`config.mk`:
```
export PLATFORM = sky130hd
export DESIGN_NAME = sdram_req_master
export DESIGN_NICKNAME = d
export VERILOG_FILES = /design/src/rtl/sdram_req_master_pkg.sv /design/src/rtl/sdram_req_fifo.sv /design/src/rtl/sdram_req_master.sv
export SDC_FILE = /design/constraint.sdc
export NUM_CORES = 1
export LEC_CHECK = 0
export ABC_AREA = 0
export CAP_MARGIN = 20
export CORE_ASPECT_RATIO = 1.4
export CORE_UTILIZATION = 47
export CTS_BUF_LIST = sky130_fd_sc_hd__clkbuf_4
export DETAILED_ROUTE_END_ITERATION = 7
export PLACE_DENSITY = 0.68
export SKIP_LAST_GASP = 1
export SLEW_MARGIN = 20
export SYNTH_ARGS = -nofsm -noshare
export SYNTH_HDL_FRONTEND = slang
export SYNTH_SLANG_ARGS = --single-unit
```
`constraint.sdc`:
```
create_clock -name clk_100m -period 4.1 [get_ports clk_100m]
set_clock_uncertainty 0.05 [all_clocks]
set_input_delay 0.41 -clock clk_100m [delete_from_list [all_inputs] [get_ports clk_100m]]
set_output_delay 0.41 -clock clk_100m [all_outputs]
set_load 0.02 [all_outputs]
```
`src/rtl/sdram_req_master_pkg.sv`:
```
// ---------------------------------------------------------------------------
// sdram_req_master_pkg
// Shared definitions for the SDRAM request master:
//   - FSM state encoding (3 bits)
//   - command FIFO entry layout {wr, addr, len}
//   - default request timeout
// ---------------------------------------------------------------------------
package sdram_req_master_pkg;

    typedef enum logic [2:0] {
        S_WAIT_INIT = 3'd0,
        S_IDLE      = 3'd1,
        S_REQ       = 3'd2,
        S_ACK       = 3'd3,
        S_DONE      = 3'd4
    } state_e;

    // Entry layout, LSB first: len, then addr, then the direction bit.
    localparam int unsigned LEN_W    = 8;
    localparam int unsigned LEN_LSB  = 0;
    localparam int unsigned ADDR_LSB = LEN_LSB + LEN_W;

    localparam int unsigned DEF_TIMEOUT_CYC = 4096;

    function automatic int unsigned wr_bit(input int unsigned addr_w);
        return ADDR_LSB + addr_w;
    endfunction

    function automatic int unsigned entry_w(input int unsigned addr_w);
        return addr_w + LEN_W + 1;
    endfunction

endpackage

```
`src/rtl/sdram_req_fifo.sv`:
```
// ---------------------------------------------------------------------------
// sdram_req_fifo
// Synchronous command FIFO. DEPTH must be a power of 2 (>= 2); pointers wrap
// modulo DEPTH. Push while full is honoured only together with a pop.
// Ports:
//   clk_100m, rst_n  clock, asynchronous active-low reset
//   push, wdata      write strobe and data
//   pop              remove head entry (ignored when empty)
//   rdata            head entry (valid when !empty)
//   full, empty      occupancy flags
//   count            number of stored entries (clog2(DEPTH)+1 bits)
// ---------------------------------------------------------------------------
module sdram_req_fifo #(
    parameter int unsigned WIDTH = 31,
    parameter int unsigned DEPTH = 4
) (
    input  logic                     clk_100m,
    input  logic                     rst_n,
    input  logic                     push,
    input  logic [WIDTH-1:0]         wdata,
    input  logic                     pop,
    output logic [WIDTH-1:0]         rdata,
    output logic                     full,
    output logic                     empty,
    output logic [$clog2(DEPTH):0]   count
);

    localparam int unsigned PTR_W = $clog2(DEPTH);
    localparam int unsigned CNT_W = PTR_W + 1;

    logic [WIDTH-1:0] mem_q [DEPTH];
    logic [PTR_W-1:0] wr_ptr_q;
    logic [PTR_W-1:0] rd_ptr_q;
    logic [CNT_W-1:0] count_q;
    logic             do_push;
    logic             do_pop;

    assign empty   = (count_q == '0);
    assign full    = (count_q == CNT_W'(DEPTH));
    assign do_pop  = pop && !empty;
    assign do_push = push && (!full || do_pop);
    assign rdata   = mem_q[rd_ptr_q];
    assign count   = count_q;

    always_ff @(posedge clk_100m) begin
        if (do_push) begin
            mem_q[wr_ptr_q] <= wdata;
        end
    end

    always_ff @(posedge clk_100m or negedge rst_n) begin
        if (!rst_n) begin
            wr_ptr_q <= '0;
            rd_ptr_q <= '0;
            count_q  <= '0;
        end else begin
            if (do_push) begin
                wr_ptr_q <= wr_ptr_q + PTR_W'(1);
            end
            if (do_pop) begin
                rd_ptr_q <= rd_ptr_q + PTR_W'(1);
            end
            if (do_push && !do_pop) begin
                count_q <= count_q + CNT_W'(1);
            end else if (do_pop && !do_push) begin
                count_q <= count_q - CNT_W'(1);
            end
        end
    end

endmodule

```
`src/rtl/sdram_req_master.sv`:
```
// ---------------------------------------------------------------------------
// sdram_req_master
// Host-side requester for the SDRAM controller request/ack handshake.
// Host commands are queued; one at a time is presented to the controller with
// a registered request held until the matching ack rises, then the ack fall
// marks the end of the burst. A timeout aborts a stuck transaction.
// Optional feature macro: SDRAM_REQ_STATS_EN adds saturating completion and
// timeout counters (stat_rd_cnt, stat_wr_cnt, stat_to_cnt).
// Ports:
//   clk_100m, rst_n              clock, asynchronous active-low reset
//   host_valid/host_ready        command handshake
//   host_wr/host_addr/host_len   command fields (len 0 = null command)
//   sdram_init_done              controller ready
//   sdram_wr_ack/sdram_rd_ack    controller acks (level, multi-cycle)
//   sdram_wr_req/sdram_rd_req    registered requests
//   sdwr_bytes/sdrd_bytes        burst length of the current command
//   sys_addr                     address of the current command
//   done/done_wr                 completion pulse and its direction
//   err_timeout                  sticky abort flag
//   busy                         queue non-empty or transaction in flight
// ---------------------------------------------------------------------------
module sdram_req_master
    import sdram_req_master_pkg::*;
#(
    parameter int unsigned ADDR_W      = 22,
    parameter int unsigned FIFO_DEPTH  = 4,
    parameter int unsigned TIMEOUT_CYC = DEF_TIMEOUT_CYC
) (
    input  logic              clk_100m,
    input  logic              rst_n,
    input  logic              host_valid,
    output logic              host_ready,
    input  logic              host_wr,
    input  logic [ADDR_W-1:0] host_addr,
    input  logic [LEN_W-1:0]  host_len,
    input  logic              sdram_init_done,
    input  logic              sdram_wr_ack,
    input  logic              sdram_rd_ack,
    output logic              sdram_wr_req,
    output logic              sdram_rd_req,
    output logic [LEN_W-1:0]  sdwr_bytes,
    output logic [LEN_W-1:0]  sdrd_bytes,
    output logic [ADDR_W-1:0] sys_addr,
    output logic              done,
    output logic              done_wr,
    output logic              err_timeout,
    output logic              busy
`ifdef SDRAM_REQ_STATS_EN
    ,
    output logic [15:0]       stat_rd_cnt,
    output logic [15:0]       stat_wr_cnt,
    output logic [15:0]       stat_to_cnt
`endif
);

    localparam int unsigned ENTRY_W = entry_w(ADDR_W);
    localparam int unsigned WR_BIT  = wr_bit(ADDR_W);
    localparam int unsigned CNT_W   = $clog2(FIFO_DEPTH) + 1;
    localparam int unsigned TO_W    = $clog2(TIMEOUT_CYC) + 1;
    localparam logic [TO_W-1:0] TO_LAST = TO_W'(TIMEOUT_CYC - 1);

    // FIFO interface
    logic               fifo_push;
    logic               fifo_pop;
    logic [ENTRY_W-1:0] fifo_wdata;
    logic [ENTRY_W-1:0] fifo_rdata;
    logic               fifo_full;
    logic               fifo_empty;
    logic [CNT_W-1:0]   fifo_count;

    logic               head_wr;
    logic [ADDR_W-1:0]  head_addr;
    logic [LEN_W-1:0]   head_len;

    state_e state_q, state_d;

    logic              wr_req_q, wr_req_d;
    logic              rd_req_q, rd_req_d;
    logic              dir_q, dir_d;
    logic [ADDR_W-1:0] sys_addr_q, sys_addr_d;
    logic [LEN_W-1:0]  wr_bytes_q, wr_bytes_d;
    logic [LEN_W-1:0]  rd_bytes_q, rd_bytes_d;
    logic              done_q, done_d;
    logic              done_wr_q, done_wr_d;
    logic              err_q, err_d;
    logic [TO_W-1:0]   to_cnt_q, to_cnt_d;
    logic              ack_low_q, ack_low_d;     // ack seen low since request rose
    logic              timed_out_q, timed_out_d; // current command was aborted

`ifdef SDRAM_REQ_STATS_EN
    logic [15:0] stat_rd_q, stat_rd_d;
    logic [15:0] stat_wr_q, stat_wr_d;
    logic [15:0] stat_to_q, stat_to_d;
`endif

    logic match_ack;
    logic to_hit;
    logic ack_take;

    sdram_req_fifo #(
        .WIDTH (ENTRY_W),
        .DEPTH (FIFO_DEPTH)
    ) u_fifo (
        .clk_100m (clk_100m),
        .rst_n    (rst_n),
        .push     (fifo_push),
        .wdata    (fifo_wdata),
        .pop      (fifo_pop),
        .rdata    (fifo_rdata),
        .full     (fifo_full),
        .empty    (fifo_empty),
        .count    (fifo_count)
    );

    assign fifo_wdata = {host_wr, host_addr, host_len};
    assign host_ready = !fifo_full || fifo_pop;
    assign fifo_push  = host_valid && host_ready;

    assign head_wr   = fifo_rdata[WR_BIT];
    assign head_addr = fifo_rdata[ADDR_LSB +: ADDR_W];
    assign head_len  = fifo_rdata[LEN_LSB +: LEN_W];

    // Only the ack matching the latched direction matters; the other one
    // belongs to refresh or another master.
    assign match_ack = dir_q ? sdram_wr_ack : sdram_rd_ack;
    assign to_hit    = ((state_q == S_REQ) || (state_q == S_ACK)) && (to_cnt_q == TO_LAST);
    // A stale high ack from a previous burst is not accepted until it has
    // been sampled low at least once during this request.
    assign ack_take  = (state_q == S_REQ) && match_ack && ack_low_q;

    // State register
    always_ff @(posedge clk_100m or negedge rst_n) begin
        if (!rst_n) begin
            state_q <= S_WAIT_INIT;
        end else begin
            state_q <= state_d;
        end
    end

    // Next-state logic
    always_comb begin
        state_d = state_q;
        unique case (state_q)
            S_WAIT_INIT: begin
                if (sdram_init_done) begin
                    state_d = S_IDLE;
                end
            end
            S_IDLE: begin
                if (!sdram_init_done) begin
                    state_d = S_WAIT_INIT;
                end else if (!fifo_empty && (head_len != '0)) begin
                    state_d = S_REQ;
                end
            end
            S_REQ: begin
                if (to_hit || ack_take) begin
                    state_d = to_hit ? S_DONE : S_ACK;
                end
            end
            S_ACK: begin
                if (to_hit || !match_ack) begin
                    state_d = S_DONE;
                end
            end
            S_DONE: begin
                state_d = S_IDLE;
            end
            default: begin
                state_d = S_WAIT_INIT;
            end
        endcase
    end

    // Output / datapath next-state logic
    always_comb begin
        wr_req_d    = wr_req_q;
        rd_req_d    = rd_req_q;
        dir_d       = dir_q;
        sys_addr_d  = sys_addr_q;
        wr_bytes_d  = wr_bytes_q;
        rd_bytes_d  = rd_bytes_q;
        done_d      = 1'b0;
        done_wr_d   = 1'b0;
        err_d       = err_q;
        to_cnt_d    = to_cnt_q;
        ack_low_d   = ack_low_q;
        timed_out_d = timed_out_q;
        fifo_pop    = 1'b0;
`ifdef SDRAM_REQ_STATS_EN
        stat_rd_d   = stat_rd_q;
        stat_wr_d   = stat_wr_q;
        stat_to_d   = stat_to_q;
`endif
        unique case (state_q)
            S_IDLE: begin
                if (sdram_init_done && !fifo_empty) begin
                    sys_addr_d = head_addr;
                    dir_d      = head_wr;
                    wr_bytes_d = head_wr ? head_len : '0;
                    rd_bytes_d = head_wr ? '0 : head_len;
                    if (head_len == '0) begin
                        // Null command: retire without touching the controller.
                        fifo_pop  = 1'b1;
                        done_d    = 1'b1;
                        done_wr_d = head_wr;
                    end else begin
                        wr_req_d    = head_wr;
                        rd_req_d    = !head_wr;
                        to_cnt_d    = '0;
                        ack_low_d   = 1'b0;
                        timed_out_d = 1'b0;
                    end
                end
            end
            S_REQ: begin
                to_cnt_d = to_cnt_q + TO_W'(1);
                if (!match_ack) begin
                    ack_low_d = 1'b1;
                end
                if (to_hit) begin
                    wr_req_d    = 1'b0;
                    rd_req_d    = 1'b0;
                    err_d       = 1'b1;
                    timed_out_d = 1'b1;
                end else if (ack_take) begin
                    wr_req_d = 1'b0;
                    rd_req_d = 1'b0;
                end
            end
            S_ACK: begin
                to_cnt_d = to_cnt_q + TO_W'(1);
                if (to_hit) begin
                    err_d       = 1'b1;
                    timed_out_d = 1'b1;
                end
            end
            S_DONE: begin
                done_d     = 1'b1;
                done_wr_d  = dir_q;
                fifo_pop   = 1'b1;
                sys_addr_d = '0;
                wr_bytes_d = '0;
                rd_bytes_d = '0;
`ifdef SDRAM_REQ_STATS_EN
                if (timed_out_q) begin
                    if (stat_to_q != 16'hFFFF) stat_to_d = stat_to_q + 16'd1;
                end else if (dir_q) begin
                    if (stat_wr_q != 16'hFFFF) stat_wr_d = stat_wr_q + 16'd1;
                end else begin
                    if (stat_rd_q != 16'hFFFF) stat_rd_d = stat_rd_q + 16'd1;
                end
`endif
            end
            default: begin
            end
        endcase
    end

    // Datapath / output registers
    always_ff @(posedge clk_100m or negedge rst_n) begin
        if (!rst_n) begin
            wr_req_q    <= 1'b0;
            rd_req_q    <= 1'b0;
            dir_q       <= 1'b0;
            sys_addr_q  <= '0;
            wr_bytes_q  <= '0;
            rd_bytes_q  <= '0;
            done_q      <= 1'b0;
            done_wr_q   <= 1'b0;
            err_q       <= 1'b0;
            to_cnt_q    <= '0;
            ack_low_q   <= 1'b0;
            timed_out_q <= 1'b0;
`ifdef SDRAM_REQ_STATS_EN
            stat_rd_q   <= '0;
            stat_wr_q   <= '0;
            stat_to_q   <= '0;
`endif
        end else begin
            wr_req_q    <= wr_req_d;
            rd_req_q    <= rd_req_d;
            dir_q       <= dir_d;
            sys_addr_q  <= sys_addr_d;
            wr_bytes_q  <= wr_bytes_d;
            rd_bytes_q  <= rd_bytes_d;
            done_q      <= done_d;
            done_wr_q   <= done_wr_d;
            err_q       <= err_d;
            to_cnt_q    <= to_cnt_d;
            ack_low_q   <= ack_low_d;
            timed_out_q <= timed_out_d;
`ifdef SDRAM_REQ_STATS_EN
            stat_rd_q   <= stat_rd_d;
            stat_wr_q   <= stat_wr_d;
            stat_to_q   <= stat_to_d;
`endif
        end
    end

    assign sdram_wr_req = wr_req_q;
    assign sdram_rd_req = rd_req_q;
    assign sdwr_bytes   = wr_bytes_q;
    assign sdrd_bytes   = rd_bytes_q;
    assign sys_addr     = sys_addr_q;
    assign done         = done_q;
    assign done_wr      = done_wr_q;
    assign err_timeout  = err_q;
    assign busy         = (fifo_count != '0) ||
                          (state_q == S_REQ) || (state_q == S_ACK) || (state_q == S_DONE);

`ifdef SDRAM_REQ_STATS_EN
    assign stat_rd_cnt = stat_rd_q;
    assign stat_wr_cnt = stat_wr_q;
    assign stat_to_cnt = stat_to_q;
`endif

endmodule

```
==> Flow_metrics.wiki <==
{| class="wikitable"
! Metric !! Value
|-
| Outcome || finished, final reports clean
|-
| CP endpoint kind || output port
|-
| Synthesis warning total || 0
|-
| Via count || 4468
|-
| Unrepaired setup endpoints after global routing || no
|-
| Vias in the first global route || 4750
|-
| Pre-CTS setup slack || 0.433 ns
|-
| Area of the die || 16900 um2
|-
| Average routed wire per standard cell || 20.0 um
|-
| Reg area || 5430 um2
|-
| Clock latency on the worst-skew pair || 0.54 ns
|-
| Num CTS Buffers || 17
|-
| Leakage power summed over all cells || 3.36 nW
|-
| Antenna violation net count after detailed routing || 0
|-
| Setup slack after layout || 0.206 ns
|-
| Post-Synth Simple-Gate Area || 9.00%
|-
| Instance count of the mapped netlist || 482
|-
| Share of the cycle needed by the critical path after routing || 95.0%
|-
| Total I/O pin count || 82
|-
| Crit start category || register
|-
| Count of routing violations after the opening detailed-route iteration || 259
|-
| Maximum number of pins on one net before global-route repair || 37
|-
| Final estimated routing congestion in global placement || 0.854
|-
| Port-buffer cells || 81
|-
| DR DRC count || 0
|-
| Primary FF master, synth || edfxtp_1
|-
| Fill cells || 1359
|-
| Min Hold Slack || 0.407 ns
|-
| Initial antenna violation count || 1
|-
| Relative max-transition margin || 36.6%
|-
| Number of setup buffers added after CTS || 0
|-
| Width of the die || 110 um
|-
| Post-route setup TNS || 0 ns
|-
| Total nets after synthesis || 526
|-
| Cell area after technology mapping || 7700 um2
|-
| Maximum number of buffers from clock root to sink || 2
|-
| Final hold violation count || 0
|-
| Data required time of the worst path || 3.64 ns
|-
| Maximum achievable frequency || 257 MHz
|-
| Overall global routing resource usage || 20.2%
|-
| Max-slew violation count || 0
|-
| CTS tree || yes
|-
| Area of combinational cells with multiple inputs || 2150 um2
|-
| Post-detailed-route via-to-cell ratio || 5.68
|-
| 1st-pass router iterations || 5
|-
| GRT overflow || 0
|-
| Count of H-tree levels built during CTS || 4
|-
| Wire length of the first global-routing pass || 24900 um
|-
| Synth Register Bits || 192
|-
| Total clock sinks || 192
|-
| Net count reported at finish || 618
|-
| Biggest fanout along the worst timing path || 11
|-
| Detailed Place HPWL || 10400 um
|-
| Peak supply drop || 0.323 mV
|-
| Count of flip-flops with a built-in enable after synthesis || 124
|-
| Reg-to-reg slack, setup || 0.46 ns
|-
| Syn-to-layout area delta || 17.1%
|-
| Synthesized-area fraction occupied by ao, oa, aoi and oai cells || 7.02%
|-
| Share of synthesized registers carrying an async set or reset || 35.4%
|-
| Layout cells sized above 1 || 14.7%
|-
| Count of unique library cells instantiated by Yosys || 54
|-
| Worst Path Class, Setup || reg -> out
|-
| Row count || 55
|-
| Sequential area share after synthesis || 70.4%
|-
| Power Total || 5.96 mW
|-
| Xor and xnor area share after synthesis || 0.682%
|-
| Crit path arrival time || 3.43 ns
|-
| DIE HEIGHT || 153 um
|-
| Share of synthesized area spent on multiplexers || 9.86%
|-
| Adder-cell share of the synthesized area || 1.23%
|-
| Clock Pin Slew Worst Setup and Hold Paths || 0.16 ns
|-
| Mean cell area of the mapped netlist || 16.0 um2
|-
| Period minus WS final || 3.89 ns
|-
| Type of the most critical hold path || in -> async
|-
| Cell area power density || 661 nW/um2
|-
| CORE AREA || 16100 um2
|-
| Max-cap violation count || 0
|-
| Initial core utilization || 47.8%
|-
| Final routed wirelength across all metal layers || 15700 um
|-
| # setup viols final || 0
|-
| Cell at the root of the clock tree || clkbuf_4
|-
| Transition time of the tightest slew-check pin || 0.948 ns
|-
| Dominant combinational cell family by area after synthesis || multiplexers
|}
==> worst max-delay path, cell delays in order, from the launching register on <==
cell	delay (ns)
dfrtp_4	0.57
mux4_2	0.58
or4_4	0.67
o31ai_4	0.38
clkdlybuf4s50_1	0.70
==> worst paths after layout <==
check	start	end	cells after the start
setup / recovery	u_fifo.rd_ptr_q[0]$_DFFE_PN0P_	host_ready	4
hold / removal	rst_n	sdrd_bytes[6]$_DFFE_PN0P_	2
max in group asynchronous	rst_n	sys_addr[17]$_DFFE_PN0P_	3
min in group clk_100m	err_timeout$_DFFE_PN0P_	err_timeout$_DFFE_PN0P_	1
setup reg to reg	u_fifo.rd_ptr_q[0]$_DFFE_PN0P_	u_fifo.count[2]$_DFFE_PN0P_	10
hold reg to reg	err_timeout$_DFFE_PN0P_	err_timeout$_DFFE_PN0P_	1
==> logic make-up after synthesis <==
| group | after synthesis |
|---|---|
| AND/OR/NAND/NOR | 144 |
| AO/OA/AOI/OAI | 68 |
| adder cells (fa/ha/maj) | 7 |
| flip-flops | 192 |
| multiplexers | 37 |
| XOR/XNOR | 6 |
| buffers and inverters | 28 |
==> flip-flops by register name, summed over array words and instances, names as in the netlist <==
signal / cells
u_fifo.count: 3
sdrd_bytes: 8
err_timeout: 1
u_fifo.wr_ptr_q: 2
dir_q: 1
ack_low_q: 1
u_fifo.rd_ptr_q: 2
sdram_rd_req: 1
u_fifo.mem_q: 124
to_cnt_q: 13
state_q: 3
sys_addr: 22
sdwr_bytes: 8
done: 1
sdram_wr_req: 1
done_wr: 1
==> power by group <==
part	internal, mW	switching (mW)	leakage, nW	total [mW]
sequential	2.58	0.284	2.02	2.86
clock	0.318	0.638	0.143	0.956
combinational	0.959	1.19	1.20	2.14
total	3.85	2.11	3.36	5.96
==> layout make-up <==
| class | instances | share of cell area (%) |
|---|---|---|
| clock buffers | 18 | 1.50 |
| diodes | 1 | 0.0277 |
| flip-flops and latches | 192 | 60.2 |
| well taps | 199 | 2.76 |
| inverters | 7 | 0.291 |
| multi-input cells | 262 | 23.8 |
| repair buffers | 94 | 10.0 |
| clock inverters | 14 | 1.40 |
==> what timing repair did <==
action,CTS,global route
gates resized for setup,0,1
setup endpoints to repair,0,1
endpoints found under the hold margin,32,0
hold buffers,1,0
==> cell usage in the layout, fill, tap and decap left out, types with 9 or more instances in the layout <==
cell type and count:
a21oi_1 14, a22o_1 17, buf_4 12, clkbuf_4 18, clkdlybuf4s50_1 80, dfrtp_1 67
edfxtp_1 124, mux4_2 31, nand2_1 64, nand3_1 36, nor2_1 9, o21ai_0 9
==> stage by stage <==
step,area [um2],std cells,util [%]
detailed placement,8740,753,54.3
CTS,9010,786,56.0
floorplan,7700,482,-
finish,9020,787,56.0
global placement,8740,753,54.3
global route,9020,787,56.0
==> Yosys cell counts (2+ instances only) <==
library cell | instances | area (um2)
edfxtp_1 | 124 | 3720
dfrtp_1 | 68 | 1700
nand2_1 | 64 | 240
nand3_1 | 36 | 180
mux4_2 | 31 | 698
a22o_1 | 17 | 149
clkbuf_1 | 15 | 56.3
a21oi_1 | 14 | 70.1
nor2_1 | 9 | 33.8
o21ai_0 | 9 | 45.0
a21o_1 | 7 | 52.6
inv_1 | 7 | 26.3
and3_1 | 6 | 37.5
ha_1 | 6 | 75.1
mux2i_1 | 5 | 50.1
buf_6 | 4 | 45.0
nand2b_1 | 4 | 25.0
nor4_1 | 4 | 25.0
xnor2_1 | 4 | 35.0
nand4_1 | 3 | 18.8
nor3_1 | 3 | 15.0
o211ai_1 | 3 | 22.5
a2111o_1 | 2 | 22.5
a31oi_1 | 2 | 12.5
and2_1 | 2 | 12.5
o21ai_1 | 2 | 10.0
or3_1 | 2 | 12.5
or4_4 | 2 | 22.5
xor2_1 | 2 | 17.5
==> layer usage <==
| metal | track usage, % | vias to the layer above | part of all wire (%) |
|---|---|---|---|
| met4 | 7.46 | 0 | 1.8 |
| li1 | - | 2048 | - |
| met3 | 4.78 | 23 | 4.0 |
| met2 | 34.6 | 127 | 53 |
| met1 | 24.4 | 2270 | 41 |
| met5 | 0 | - | 0 |
Power figures use the tool's default switching activity.
